### src/rtl/mpt_pkg.sv
// Shared MPT/PLB types: the PLB lookup request carried on the cache address bus,
// the default arbiter requester ID, and the round-robin successor helper.
package mpt_pkg;

  localparam int PLB_ARB_NUM_REQ = 2;

  typedef logic [$clog2(PLB_ARB_NUM_REQ)-1:0] plb_arb_id_t;

  typedef struct packed {
    logic [3:0]  asid;
    logic [11:0] tag;
  } plb_lookup_req_t;

  function automatic int plb_arb_next(input int idx, input int n);
    return (idx + 1) % n;
  endfunction

endpackage

### src/rtl/plb_cache_arbiter_id_fifo.sv
// plb_arb_id_fifo: in-order tracker of requester IDs for granted, unanswered cache reads.
// Pointers wrap modulo DEPTH; count is one bit wider so full and empty stay distinct.
module plb_arb_id_fifo #(
  parameter int ID_W  = 1,
  parameter int DEPTH = 4,
  localparam int PTR_W = (DEPTH > 1) ? $clog2(DEPTH) : 1,
  localparam int CNT_W = $clog2(DEPTH) + 1
) (
  input  logic             clk_i,
  input  logic             rst_i,
  input  logic             push,
  input  logic [ID_W-1:0]  push_id,
  input  logic             pop,
  output logic [ID_W-1:0]  head_id,
  output logic             full,
  output logic             empty,
  output logic [CNT_W-1:0] count
);

  logic [ID_W-1:0]  mem [DEPTH];
  logic [PTR_W-1:0] wr_ptr, rd_ptr;
  logic             do_push, do_pop;

  function automatic logic [PTR_W-1:0] ptr_inc(input logic [PTR_W-1:0] p);
    return (p == PTR_W'(DEPTH - 1)) ? '0 : p + 1'b1;
  endfunction

  assign full    = (count == CNT_W'(DEPTH));
  assign empty   = (count == '0);
  assign do_push = push && !full;
  assign do_pop  = pop && !empty;
  assign head_id = mem[rd_ptr];

  always_ff @(posedge clk_i or posedge rst_i) begin
    if (rst_i) begin
      wr_ptr <= '0;
      rd_ptr <= '0;
      count  <= '0;
    end else begin
      if (do_push) wr_ptr <= ptr_inc(wr_ptr);
      if (do_pop)  rd_ptr <= ptr_inc(rd_ptr);
      if (do_push && !do_pop)      count <= count + 1'b1;
      else if (do_pop && !do_push) count <= count - 1'b1;
    end
  end

  // Entry storage carries no reset; validity is tracked by count alone.
  always_ff @(posedge clk_i) begin
    if (do_push) mem[wr_ptr] <= push_id;
  end

endmodule

### src/rtl/plb_cache_arbiter.sv
// Shares one PLB cache read port among NUM_REQ lookup stages and steers in-order responses back.
// Define PLB_ARB_FIXED_PRIO_EN for fixed priority (lowest index wins); default is round-robin.
module plb_cache_arbiter
  import mpt_pkg::*;
#(
  parameter int NUM_REQ         = 2,
  parameter int DATA_WIDTH      = 8,
  parameter int ADDR_WIDTH      = $bits(plb_lookup_req_t),
  parameter int MAX_OUTSTANDING = 4
) (
  input  logic                               clk_i,
  input  logic                               rst_i,
  input  logic [NUM_REQ-1:0]                 req_mem_req,
  input  logic [NUM_REQ*ADDR_WIDTH-1:0]      req_mem_addr,
  input  logic [NUM_REQ-1:0]                 req_mem_we,
  input  logic [NUM_REQ*DATA_WIDTH-1:0]      req_mem_wdata,
  input  logic [NUM_REQ*(DATA_WIDTH/8)-1:0]  req_mem_be,
  output logic [NUM_REQ-1:0]                 req_mem_gnt,
  output logic [NUM_REQ*DATA_WIDTH-1:0]      req_mem_rdata,
  output logic [NUM_REQ-1:0]                 req_mem_valid,
  output logic                               plb_cache_mem_req,
  output logic [ADDR_WIDTH-1:0]              plb_cache_mem_addr,
  output logic                               plb_cache_mem_we,
  output logic [DATA_WIDTH-1:0]              plb_cache_mem_wdata,
  output logic [DATA_WIDTH/8-1:0]            plb_cache_mem_be,
  input  logic                               plb_cache_mem_gnt,
  input  logic [DATA_WIDTH-1:0]              plb_cache_mem_rdata,
  input  logic                               plb_cache_mem_valid,
  output logic [$clog2(MAX_OUTSTANDING):0]   outstanding_o,
  output logic                               err_o
);

  localparam int ID_W = $clog2(NUM_REQ);
  localparam int BE_W = DATA_WIDTH / 8;

  logic [ID_W-1:0] winner, head_id;
  logic            any_req, full, empty, handshake;

`ifdef PLB_ARB_FIXED_PRIO_EN
  always_comb begin
    winner  = '0;
    any_req = 1'b0;
    for (int i = NUM_REQ - 1; i >= 0; i--) begin
      if (req_mem_req[i]) begin
        any_req = 1'b1;
        winner  = ID_W'(i);
      end
    end
  end
`else
  logic [ID_W-1:0] rr_ptr, idx;

  always_comb begin
    winner  = '0;
    any_req = 1'b0;
    idx     = '0;
    for (int i = 0; i < NUM_REQ; i++) begin
      idx = ID_W'((int'(rr_ptr) + i) % NUM_REQ);
      if (!any_req && req_mem_req[idx]) begin
        any_req = 1'b1;
        winner  = idx;
      end
    end
  end

  // Pointer advances only on an accepted handshake, keeping the winner stable under a stalled gnt.
  always_ff @(posedge clk_i or posedge rst_i) begin
    if (rst_i)          rr_ptr <= '0;
    else if (handshake) rr_ptr <= ID_W'(plb_arb_next(int'(winner), NUM_REQ));
  end
`endif

  // Issue: no full bypass, a same-cycle pop does not reopen the port.
  assign plb_cache_mem_req = any_req && !full;
  assign handshake         = plb_cache_mem_req && plb_cache_mem_gnt;
  assign req_mem_gnt       = handshake ? (NUM_REQ'(1) << winner) : '0;

  always_comb begin
    plb_cache_mem_addr  = '0;
    plb_cache_mem_we    = 1'b0;
    plb_cache_mem_wdata = '0;
    plb_cache_mem_be    = '0;
    if (plb_cache_mem_req) begin
      plb_cache_mem_addr  = req_mem_addr[int'(winner)*ADDR_WIDTH +: ADDR_WIDTH];
      plb_cache_mem_we    = req_mem_we[winner];
      plb_cache_mem_wdata = req_mem_wdata[int'(winner)*DATA_WIDTH +: DATA_WIDTH];
      plb_cache_mem_be    = req_mem_be[int'(winner)*BE_W +: BE_W];
    end
  end

  plb_arb_id_fifo #(
    .ID_W  (ID_W),
    .DEPTH (MAX_OUTSTANDING)
  ) u_id_fifo (
    .clk_i   (clk_i),
    .rst_i   (rst_i),
    .push    (handshake),
    .push_id (winner),
    .pop     (plb_cache_mem_valid),
    .head_id (head_id),
    .full    (full),
    .empty   (empty),
    .count   (outstanding_o)
  );

  // Response steering: the oldest tracked ID owns each returning beat.
  assign req_mem_valid = (plb_cache_mem_valid && !empty) ? (NUM_REQ'(1) << head_id) : '0;
  assign req_mem_rdata = plb_cache_mem_valid ? {NUM_REQ{plb_cache_mem_rdata}} : '0;

  always_ff @(posedge clk_i or posedge rst_i) begin
    if (rst_i)                              err_o <= 1'b0;
    else if (plb_cache_mem_valid && empty)  err_o <= 1'b1;
  end

endmodule
### config.mk
export PLATFORM = sky130hd
export DESIGN_NAME = plb_cache_arbiter
export DESIGN_NICKNAME = d
export VERILOG_FILES = /design/src/rtl/mpt_pkg.sv /design/src/rtl/plb_cache_arbiter_id_fifo.sv /design/src/rtl/plb_cache_arbiter.sv
export SDC_FILE = /design/constraint.sdc
export NUM_CORES = 1
export LEC_CHECK = 0
export CAP_MARGIN = 20
export CORE_AREA = 2 2 72 74
export CTS_BUF_LIST = sky130_fd_sc_hd__clkbuf_16
export CTS_CLUSTER_SIZE = 14
export DETAILED_ROUTE_END_ITERATION = 16
export DIE_AREA = 0 0 74 76
export PLACE_DENSITY_LB_ADDON = 0.1
export SYNTH_ARGS = -nofsm -noshare
export SYNTH_HDL_FRONTEND = slang
export SYNTH_HIERARCHICAL = 1
export SYNTH_SLANG_ARGS = --single-unit
### constraint.sdc
create_clock -name clk_i -period 3.2 [get_ports clk_i]
set_input_delay 0.32 -clock clk_i [delete_from_list [all_inputs] [get_ports clk_i]]
set_output_delay 0.32 -clock clk_i [all_outputs]
set_load 0.02 [all_outputs]
Word-level counts from Yosys, hierarchy flattened
Memory sizes are Yosys's and may differ from the RTL's.
Index checks and enable logic that the tools add are counted.
Word-level totals
  register bits: 9
  RAM bits: 4
  output and inout port bits: 51
  logic and storage cells: 61
  memories: 1
Operators by class
  add/sub/neg operators: 6
  magnitude comparators: 3
  equality and inequality tests: 3
  shift operators: 5
  muxes and demuxes: 23
  reduce and logical (&&, ||, !) cells: 15
Memory list
  u_id_fifo.mem: depth 4, bits a word 1, rd ports 1, clocked after memory_dff 0, write ports 1, RTL line plb_cache_arbiter_id_fifo.sv:20  | logic [ID_W-1:0] mem [DEPTH];
Operators by type and width (count)
  $mux W16: 2
  $shiftx A32 B6 Y16: 1
  $shiftx A16 B5 Y8: 1
  $mux W1: 14
  $logic_and A1 B1 Y1: 8
  $mux W2: 4
  $mux W8: 1
  $lt A1 B2 Y1 const B: 3
  $mux W3: 2
  $logic_not A1 Y1: 5
  $add A2 B1 Y2 const B: 2
  $eq A2 B2 Y1 const B: 2
  $shl A1 B1 Y2 const A: 2
  $add A3 B1 Y3 const B: 1
  $eq A3 B3 Y1 const B: 1
  $logic_not A3 Y1: 1
  $sub A3 B1 Y3 const B: 1
  $add A1 B1 Y1 const B: 2
  $reduce_bool A2 Y1: 1
  $shiftx A2 B2 Y1: 1

Longest topological paths before layout
Gate-level depths: netlist of the first run.
  depth after elaboration: 13
  mapped depth: 13
  mapped depth without buffers: 10

Cells and area by module
Netlist of the first run, hierarchy kept.
Modules (own cells, without submodules)
  plb_cache_arbiter: times used 1, cells an instance 128, area each 1048.5 um^2
  plb_arb_id_fifo: times used 1, cells an instance 43, area each 616.8 um^2

Worst setup path after synthesis of the first run
No wires, ideal clock.
  path kind: register -> register
  start point: register u_id_fifo.count[0]
  end point: register u_id_fifo.count[1]
  data arrival time: 2.494 ns
  path slack: 0.582 ns
  stages on the path, launching flop included: 12
  buffers on the path: 3
  cell sequence: dfrtp_1 -> nor3b_4 -> buf_6 -> clkbuf_1 -> nand2b_4 -> nor2_1 -> nor2b_2 -> buf_6 -> ha_1 -> inv_1 -> fa_1 -> mux2_2
On the way
  word-level cells in the longest chain between the ends: 8
Ends and longest elaborated chain
  from (decl): RTL line plb_cache_arbiter_id_fifo.sv:17  | output logic [CNT_W-1:0] count
  from (signal assigned): RTL line plb_cache_arbiter_id_fifo.sv:42  | if (do_push && !do_pop) count <= count + 1'b1;
  from (signal assigned): RTL line plb_cache_arbiter_id_fifo.sv:43  | else if (do_pop && !do_push) count <= count - 1'b1;
  $eq A3 B3 Y1 *: RTL line plb_cache_arbiter_id_fifo.sv:28  | assign full = (count == CNT_W'(DEPTH));
  via full: RTL line plb_cache_arbiter.sv:37  | logic any_req, full, empty, handshake;
  $logic_not A1 Y1 *: RTL line plb_cache_arbiter.sv:74  | assign plb_cache_mem_req = any_req && !full;
  $logic_and A1 B1 Y1 *: RTL line plb_cache_arbiter.sv:74
  $logic_and A1 B1 Y1 *: RTL line plb_cache_arbiter.sv:75  | assign handshake = plb_cache_mem_req && plb_cache_mem_gnt;
  via handshake: RTL line plb_cache_arbiter.sv:37
  $logic_and A1 B1 Y1 *: RTL line plb_cache_arbiter_id_fifo.sv:30  | assign do_push = push && !full;
  via u_id_fifo.do_push: RTL line plb_cache_arbiter_id_fifo.sv:22  | logic do_push, do_pop;
  $logic_not A1 Y1: RTL line plb_cache_arbiter_id_fifo.sv:43
  $logic_and A1 B1 Y1: RTL line plb_cache_arbiter_id_fifo.sv:43
  $reduce_bool A2 Y1 (no line)
The timed path passes the listed nets; every way through them passes the cells marked *. The select of a mux whose other input is x is not followed.
A chain may end at the register's enable or synchronous reset.

Worst setup path in the final report of the first run
  start point: input port req_mem_req[1]
  end point: output port plb_cache_mem_addr[8]
On the way
  word-level cells in the longest chain between the ends: 8
Ends and longest elaborated chain
  from (decl): RTL line plb_cache_arbiter.sv:13  | input logic [NUM_REQ-1:0] req_mem_req,
  $mux W1 (implied by the code) (2 in a row): RTL line plb_cache_arbiter.sv:59  | if (!any_req && req_mem_req[idx]) begin
  $mux W1: RTL line plb_cache_arbiter.sv:59
  $logic_not A1 Y1: RTL line plb_cache_arbiter.sv:59
  $logic_and A1 B1 Y1: RTL line plb_cache_arbiter.sv:59
  $mux W1: RTL line plb_cache_arbiter.sv:59
  $shiftx A32 B6 Y16 or $logic_and A1 B1 Y1 (tied branches): RTL line plb_cache_arbiter.sv:84, plb_cache_arbiter.sv:74
  $mux W16 *: RTL line plb_cache_arbiter.sv:83  | if (plb_cache_mem_req) begin
  to (decl): RTL line plb_cache_arbiter.sv:22  | output logic [ADDR_WIDTH-1:0] plb_cache_mem_addr,
Every way passes the cells marked *; elsewhere a longest branch is shown, timed or not. The select of a mux whose other input is x is not followed.

==> results of run 1 <==
critical path: stages:
cell and delay [ns]:
clkdlybuf4s50_1 0.54, a21bo_1 0.35, buf_4 0.35, o32ai_2 0.12, clkdlybuf4s50_1 0.58
synthesized netlist by cell type, drive strengths merged:
cell type	instances	area share, %
and3b	1	0.53
xnor2	1	0.53
edfxtp	4	7.2
buf	18	9.4
mux4	1	1.4
nor2b	2	0.90
a21o	1	0.45
ha	6	4.5
nor2	8	1.8
and2	12	4.8
clkbuf	6	1.4
nor3b	2	1.6
mux2	5	3.8
o32ai	26	21
xor2	2	1.1
nor3	2	0.60
inv	7	1.6
nand2b	54	21
a32o	1	0.60
fa	1	1.2
a21bo	1	0.60
dfrtp	9	14
nand3b	1	0.45
per-stage QoR:
step                      hold slack [ns]  utilization [%]  area, µm²
after floorplan                   0.06118                -       1665
after global placement             0.4513            56.57       2779
after detailed placement           0.4536            56.57       2779
after CTS                          0.2773            58.18       2858
after global routing               0.3089            58.18       2858
final                              0.2734            58.18       2858
where the power goes:
group,switching (µW),total [µW],internal (µW)
Sequential,76.9,322,245
Clock,64.3,229,164
Combinational,587,1280,691
Total,728,1830,1100
final cells by class:
class / count / area [µm²]
fillers: 432 / 2054
repair buffers: 120 / 1204
multi-input cells: 127 / 1116
flip-flops and latches: 13 / 345.3
well taps: 70 / 87.58
clock buffers: 3 / 75.07
inverters: 7 / 26.28
clock inverters: 1 / 3.754
per-layer routing:
metal	vias up	GRT usage, %	wire length (µm)
met4	0	5.273	92
met1	719	18.77	1788
met3	8	4.630	450
li1	791	-	-
met2	84	29.02	2313
met5	-	0	0
registers in the layout (all words and copies together), names as in the netlist:
| register | count |
|---|---|
| u_id_fifo/mem | 4 |
| u_id_fifo/count | 3 |
| u_id_fifo/rd_ptr | 2 |
| u_id_fifo/wr_ptr | 2 |
| err_o | 1 |
| rr_ptr | 1 |
layout by cell type, fill, tap and decap left out:
| cell | n |
|---|---|
| fa_1 | 1 |
| nor3b_4 | 1 |
| and2_2 | 4 |
| dfrtp_1 | 9 |
| nand2b_1 | 52 |
| mux2_2 | 3 |
| and2_1 | 8 |
| nor2b_2 | 2 |
| mux2_4 | 2 |
| xnor2_1 | 1 |
| ha_1 | 6 |
| o32ai_1 | 10 |
| nand3b_1 | 1 |
| buf_4 | 3 |
| o32ai_2 | 16 |
| clkdlybuf4s50_1 | 116 |
| nand2b_4 | 2 |
| nor3b_1 | 1 |
| edfxtp_1 | 4 |
| xor2_1 | 2 |
| and3b_1 | 1 |
| buf_12 | 1 |
| clkbuf_16 | 3 |
| inv_1 | 7 |
| nor2_1 | 8 |
| inv_2 | 1 |
| a21o_1 | 1 |
| a21bo_1 | 1 |
| nor3_1 | 2 |
| a32o_1 | 1 |
| mux4_2 | 1 |
worst paths after layout:
kind	to	depth (start not counted)	from	slack (ns)
worst max-delay path	plb_cache_mem_addr[8]	5	req_mem_req[1]	0.61
worst min-delay path	rr_ptr	2	rst_i	0.27
worst max register to register	u_id_fifo/count[2]	10	u_id_fifo/count[2]	0.88
worst min register to register	err_o	1	err_o	0.46
max in group asynchronous	u_id_fifo/count[0]	2	rst_i	2.62
min in group clk_i	err_o	1	err_o	0.46
logic make-up after synthesis:
family                   count (synthesis)
AO/OA/AOI/OAI                           29
flip-flops                              13
adder cells (fa/ha/maj)                  7
multiplexers                             6
XOR/XNOR                                 3
buffers and inverters                   31
AND/OR/NAND/NOR                         82
==> run metrics, run 1 <==
required time of the critical path 2.88 ns; P_leak between 0.001 and 0.0015 µW; Final Setup Violations 0; Hold WC Path Type input pin to async pin; Die H around 76 µm; CTS buffer count 3; Clk pin slew, worst setup/hold paths 0.04 ns; post-synthesis sequential area ratio about a fifth; Sink Count 13; pre-CTS setup slack 0.6001 ns; Worst Skew about 0.0022 ns; crit path time final 2.590 ns; first-pass GRT wire length 7.383 mm; multiplexer area fraction after synthesis ~5.2%; Core Box Area 0.004912 mm²; final net count 345; root buf cell clkbuf_16; Synthesized Nets about 240; Die Width 74 µm; CP max FO 17; post-cts resize count 0; final non-filler cell total 341; grt ovf 0; DR pass1 iterations 4; Final WS setup about 0.6 ns; Initial Util 33.90%; fmax 0.3861 GHz; Final Hold Fails 0; DRC errors left 0; Setup TNS Final 0 ns; Post-CTS Setup Bufs 0; Worst EP arrival about 2.3 ns; die area roughly 0.0056 mm²; dpl hpwl 3.650 mm; max-slew violations 0; largest family of logic cells by synthesized area simple AND/OR/NAND/NOR gates; RSZ-0062 raised after global routing no; Seq cells post-synth 13; I/O pin cnt approximately 120; initial antenna violation count 0; routability cong. roughly 0.78; Port Buffers 116; placed cell count 337; Final Cycle Share 80.93%; Ys Warns 6; TritonCTS clock tree yes; worst-skew pair later-pin latency roughly 0.24 ns; row count 26; CTS Hold Bufs 0; Synth Area in Simple Gates 31.86%; Detailed Route WL 4.645 mm; Avg WL per Cell 13.62 µm; xor/xnor share of the synthesized area 1.578%; # H-tree levels 1; largest net degree at the start of global routing 29; vias approximately 1,600; Syn-to-layout area delta 71.60%; Synth Cell Area ~0.0017 mm²; vias in the first global route about 1,600; Distinct cells, synth 33; Final Power 1829 µW; Avg Inst Size Synth 9.739 µm²; GRT Total Usage 16.50%; Rel. slew slack 57.46%; Compound-Gate Fraction of Synth Area 22.54%; max_cap viols 0; Routed Antenna Nets 0; Max IR drop VDD 0.2811 mV; worst slew pin tran 0.6371 ns; drt via density 4.698; CP Class input pin to primary output; crit path launch type input pin; post-synthesis cell count 171; clk buf depth 2; layout cell share with drive strength beyond 1 between 10% and 20%; Power Density 640.1 mW/mm²; Synth Area in Adders under 10%; Iter 0 DRT Violations 45; diodes inserted 0; status completed; CP endpoint kind primary output
Note: power is estimated with default switching activity, not from simulation.
==> inputs of run 2 (changes only) <==
--- a/config.mk
+++ b/config.mk
@@ -6,11 +6,11 @@
 export NUM_CORES = 1
 export LEC_CHECK = 0
 export CAP_MARGIN = 20
-export CORE_AREA = 2 2 72 74
+export CORE_AREA = 2 2 76 78
 export CTS_BUF_LIST = sky130_fd_sc_hd__clkbuf_16
 export CTS_CLUSTER_SIZE = 14
 export DETAILED_ROUTE_END_ITERATION = 16
-export DIE_AREA = 0 0 74 76
+export DIE_AREA = 0 0 78 80
 export PLACE_DENSITY_LB_ADDON = 0.1
 export SYNTH_ARGS = -nofsm -noshare
 export SYNTH_HDL_FRONTEND = slang
==> constraint.sdc (replaced) <==
create_clock -name clk_i -period 2.1 [get_ports clk_i]
set_input_delay 0.21 -clock clk_i [delete_from_list [all_inputs] [get_ports clk_i]]
set_output_delay 0.21 -clock clk_i [all_outputs]
set_load 0.02 [all_outputs]
==> run 2 against run 1 <==
Critical path depth rose by 3. Final area increased by 7.2%. Highest routed layer unchanged. Critical path type is now register to register. Flip-flop and latch count did not move.
==> run metrics, run 2 (synthesis gave the netlist of run 1 again) <==
status completed; final net count 363; Die H approximately 80 µm; Final Hold Fails 0; Power Density 972.9 mW/mm²; Fillers about 520; Iter 0 DRT Violations 39; Detailed Route WL 4.779 mm; Sink Count 13; CP max FO 3; Rel. slew slack around 74%; max_cap viols 0; commonest non-fill, non-tap cell in the layout clkdlybuf4s50_1; # H-tree levels 1; root buf cell clkbuf_16; Final Cycle Share between 90% and 100%; CP Class register to register; P_leak 0.001304 µW; crit path time final between 2 and 2.5 ns; I/O pin cnt 117; Initial Util 30.81%; Avg WL per Cell 13.24 µm; DRC errors left 0; Port Buffers 116; clk buf depth 2; Worst R2R Path Depth 8; first-pass GRT wire length 7.624 mm; largest net degree at the start of global routing 29; fmax 0.4816 GHz; routability cong. 0.6933; required time of the critical path 2.22 ns; Final Power 2981 µW; Fin Hold WS 0.1923 ns; Die Width 78 µm; pre-CTS setup slack -0.1094 ns; Final Setup Violations 0; GRT Total Usage around 15%; Max IR drop VDD 0.6014 mV; row count 27; FF-to-FF Start u_id_fifo/count[0]; largest register by flop count u_id_fifo/mem; Largest register FFs 4; R2R setup slack approximately 0.023 ns; Clk pin slew, worst setup/hold paths 0.05 ns; biggest regs u_id_fifo/mem: 4 flops, u_id_fifo/count: 3 flops; commonest non-fill, non-tap cells in the layout clkdlybuf4s50_1, nand2b_1, dlygate4sd2_1; TritonCTS clock tree yes; diodes inserted 0; Syn-to-layout area delta 84.00%; layout cell share with drive strength beyond 1 23.88%; register area 349.1 µm²; max-slew violations 0; dpl hpwl 3.645 mm; CTS buffer count 3; vias in the first global route 1,639; vias 1,664; area of the multi-input gates around 0.0011 mm²; RSZ-0062 raised after global routing yes; Hold WC Path Type input pin to async pin; worst-skew pair later-pin latency 0.24 ns; CP endpoint kind register; final core occ 56.69%; DR pass1 iterations 4; FF-to-FF End u_id_fifo/count[1]; Final WS setup 0.02343 ns; Worst Skew 0.002312 ns; Worst EP arrival 2.20 ns; Core Box Area between 0.005 and 0.006 mm²; drt via density 4.609; crit path launch type register; CTS Hold Bufs 0; grt ovf 0; die area about 0.0062 mm²; initial antenna violation count 0; Setup TNS Final 0 ns; worst slew pin tran approximately 0.38 ns; Routed Antenna Nets 0
run 2: cell count changes in the layout (fill, tap and decap cells not counted), moves of 4 or more:
cell,delta
dlygate4sd2_1,+21
clkdlybuf4s50_1,-31
buf_4,+12
clkbuf_2,+4
clkdlybuf4s15_1,+4
run 2: layout make-up:
| cell class | instances | area share [%] |
|---|---|---|
| timing repair buffer | 138 | 44.79 |
| tap | 72 | 2.940 |
| multi-input combinational | 127 | 37.44 |
| inverter | 7 | 0.8575 |
| clock inverter | 1 | 0.1225 |
| clock buffer | 3 | 2.450 |
| sequential | 13 | 11.39 |
run 2: per-stage QoR:
step	area [µm²]	std cells
2_1_floorplan	1692	171
3_3_place_gp	2940	353
3_5_place_dp	2940	353
4_1_cts	3019	358
5_1_grt	3064	361
6_report	3064	361
run 2: routing by layer:
layer  vias up  part of all wire (%)  wire length (µm)  track usage [%]
li1        828                     -                 -                -
met1       747                    39              1842            17.08
met2        85                    49              2327            26.38
met3         4                    12               567            6.335
met4         0                  0.88                42            3.684
met5         -                     0                 0                0
run 2: report_power, final:
part | internal (µW) | leakage, µW | switching (µW)
sequential | 380 | 0.000138 | 89.5
clock | 251 | 0.0000423 | 103
combinational | 1170 | 0.00112 | 984
run 2: how the worst max path moves through the flow:
stage / from / endpoint / slack [ns]
after floorplan: u_id_fifo/count[1] / u_id_fifo/count[1] / -0.28
after global placement: req_mem_req[1] / plb_cache_mem_we / -0.07
after detailed placement: req_mem_req[1] / plb_cache_mem_addr[4] / -0.11
after CTS: u_id_fifo/count[1] / u_id_fifo/count[1] / -0.03
after global routing: u_id_fifo/count[0] / u_id_fifo/count[1] / -0.03
final: u_id_fifo/count[0] / u_id_fifo/count[1] / 0.02
run 2: critical path, stage by stage, from the launching register on:
cell	delay [ns]
dfrtp_2	0.41
nor3b_4	0.30
nand2b_4	0.19
nor2_2	0.03
nor2b_4	0.14
ha_4	0.15
inv_2	0.04
fa_2	0.41
mux2_4	0.27
run 2: timing repair:
action / CTS / global route
cloned: 1 / 1
buffers inserted: 0 / 2
hold endpoints to repair: 0 / 0
resized for setup: 31 / 24
endpoints found under the setup margin: 30 / 16
pin swaps: 0 / 2
==> edit, RTL diff (config.mk and constraints of run 2) <==
The option `PLB_ARB_FIXED_PRIO_EN` is turned on by a define.
--- a/src/rtl/plb_cache_arbiter.sv
+++ b/src/rtl/plb_cache_arbiter.sv
@@ -1,5 +1,7 @@
 // Shares one PLB cache read port among NUM_REQ lookup stages and steers in-order responses back.
 // Define PLB_ARB_FIXED_PRIO_EN for fixed priority (lowest index wins); default is round-robin.
+`define PLB_ARB_FIXED_PRIO_EN
+
 module plb_cache_arbiter
   import mpt_pkg::*;
 #(
Function: changed (Yosys sat finds a counterexample within 4 cycles, from zero or initial values and one cycle with rst_i high).
==> edit against run 2 <==
- global-route usage shrank 1.6 points
- critical path depth is the same
- sequential cell count shrank 1
- worst setup slack gained 0.030 ns
- wire length shrank 6.8%
- largest power group unchanged
- power shrank 22%
- design area shrank 17%
- area after synthesis shrank 29%
- clock power shrank 4%
- final cell count shrank 17%
- count of clock-buffer cells in the layout is the same
==> edit: results <==
[final_layout]
layout-drive-gt1-share = 0.246
reg.largest.list = "u_id_fifo/mem (4), u_id_fifo/count (3)"
nets = 302
antenna_cells = 0

[yosys]
synthTopCellsByArea = "dfrtp_1, a32o_1, a32o_2"
syn_nets = 180
synth_edf_count = 4
synthDistinctLibCells = 30
async_reset_ff_frac = 0.667
synth_common_cells = "a32o_1, a32o_2, and2_1, buf_4, dfrtp_1"
ys_seq_area_frac = 0.271

[critical_path]
path_delay_family = "adder cells"
crit_fanout = 4
cp_slowest_cell = "dfrtp_2"
required_ns = 2.22
regToRegSetupSlack_ns = 0.05
slowest_delay_ns = 0.43
rr_worst_depth = 8

[detailed_routing]
drt_first_pass_iters = 4
dr.first_iter.drc_count = 32
via_per_inst = 4.58
wirelength_mm = 4.46

[global_route]
grt_pass1_vias = 1504
grt_pass1_wl_mm = 6.71
grt_max_degree = 29
grt_usage = 0.135
antenna_found_initial = 0

[pwr]
swShare = 0.382
vdd_drop_max_v = 0.000376
p_leak_nw = 1.15

[clock_network]
clockRootBuffer = "clkbuf_16"
clk_path_buf_depth = 2
clk_latency_ns = 0.24
clkTransAtPathRegs_ns = 0.04
numCtsBuffers = 3
htree_levels = 1

[placement]
place_hpwl_mm = 3.59
numPortBuffers = 116
placed_cell_area_um2 = 2400
globalplace.congestion = 0.708

[run_status]
status = "complete, no violations"

[timing]
worstMarginPinSlew_ns = 0.312
fin_skew_ns = 0.00207

[min_path]
min-delay-path-class = "in -> async"
==> edit: cell count changes in the layout (fill, tap and decap cells not counted), moves of 8 or more <==
| cell | change |
|---|---|
| dlygate4sd2_1 | +8 |
| nand2b_1 | -52 |
| o32ai_2 | -16 |
| o32ai_1 | -10 |
| a32o_1 | +14 |
| a32o_2 | +11 |
==> edit: timing repair <==
| item | 4_1_cts | 5_1_grt |
|---|---|---|
| hold buffers | 0 | 0 |
| gates resized for setup | 34 | 3 |
| setup buffers | 4 | 4 |
| endpoints found under the setup margin | 31 | 9 |
| pin swaps | 4 | 5 |
==> edit: per-stage QoR <==
stage                     cells  power, mW  hold slack (ns)  setup slack, ns
after floorplan             107       1.31          -0.0613           0.0203
after global placement      288       1.88            0.378          -0.0896
after detailed placement    288       1.93            0.385           -0.163
after CTS                   296       2.28            0.133          -0.0278
after global routing        300       2.49            0.172          -0.0614
final                       300       2.32            0.138           0.0536
==> edit: final cells by class <==
class                   instances  area, um^2
fillers                       526        2870
repair buffers                135        1300
multi-input cells              71         719
inverters                       6        25.0
clock inverters                 1        3.75
flip-flops and latches         12         324
well taps                      72        90.1
clock buffers                   3        75.1
==> edit: final timing paths <==
| kind | startpoint | to |
|---|---|---|
| max | u_id_fifo/count[0]$_DFFE_PP0P_ | u_id_fifo/count[1]$_DFFE_PP0P_ |
| min | rst_i | err_o$_DFFE_PP0P_ |
| max reg2reg | u_id_fifo/count[0]$_DFFE_PP0P_ | u_id_fifo/count[1]$_DFFE_PP0P_ |
| min reg2reg | err_o$_DFFE_PP0P_ | err_o$_DFFE_PP0P_ |
| max in group asynchronous | rst_i | u_id_fifo/count[2]$_DFFE_PP0P_ |
| min in group clk_i | err_o$_DFFE_PP0P_ | err_o$_DFFE_PP0P_ |
==> edit: per-layer routing <==
metal	up-vias	track usage	part of all wire
met3	2	0.0407	0.076
li1	646	-	-
met2	74	0.297	0.59
met5	-	0	0
met1	651	0.116	0.33
met4	0	0.0263	0.0043
==> edit: power by group through the flow <==
stage	clock [mW]	sequential, mW	combinational (mW)
after global placement	0	0.437	1.44
after global routing	0.366	0.449	1.67
final	0.340	0.436	1.55
after detailed placement	0	0.447	1.48
after CTS	0.352	0.445	1.49
after floorplan	0	0.490	0.819
==> edit: cell families after synthesis <==
kind of cell | Yosys count | share of synthesized area
xor gates and xnor gates | 3 | 0.0222
adders and majority gates | 7 | 0.0804
DFF | 12 | 0.271
and+or+nand+nor | 28 | 0.164
muxes | 6 | 0.0730
buffers and inverters | 24 | 0.151
AOI/OAI and AO/OA | 27 | 0.238
==> edit: worst reg2reg max path: cells and delay by family, from the launching register on <==
family	cells	cell delay [ns]
adders and majority gates	2	0.57
and+or+nand+nor	3	0.47
DFF	1	0.43
muxes	1	0.27
buffers and inverters	2	0.20
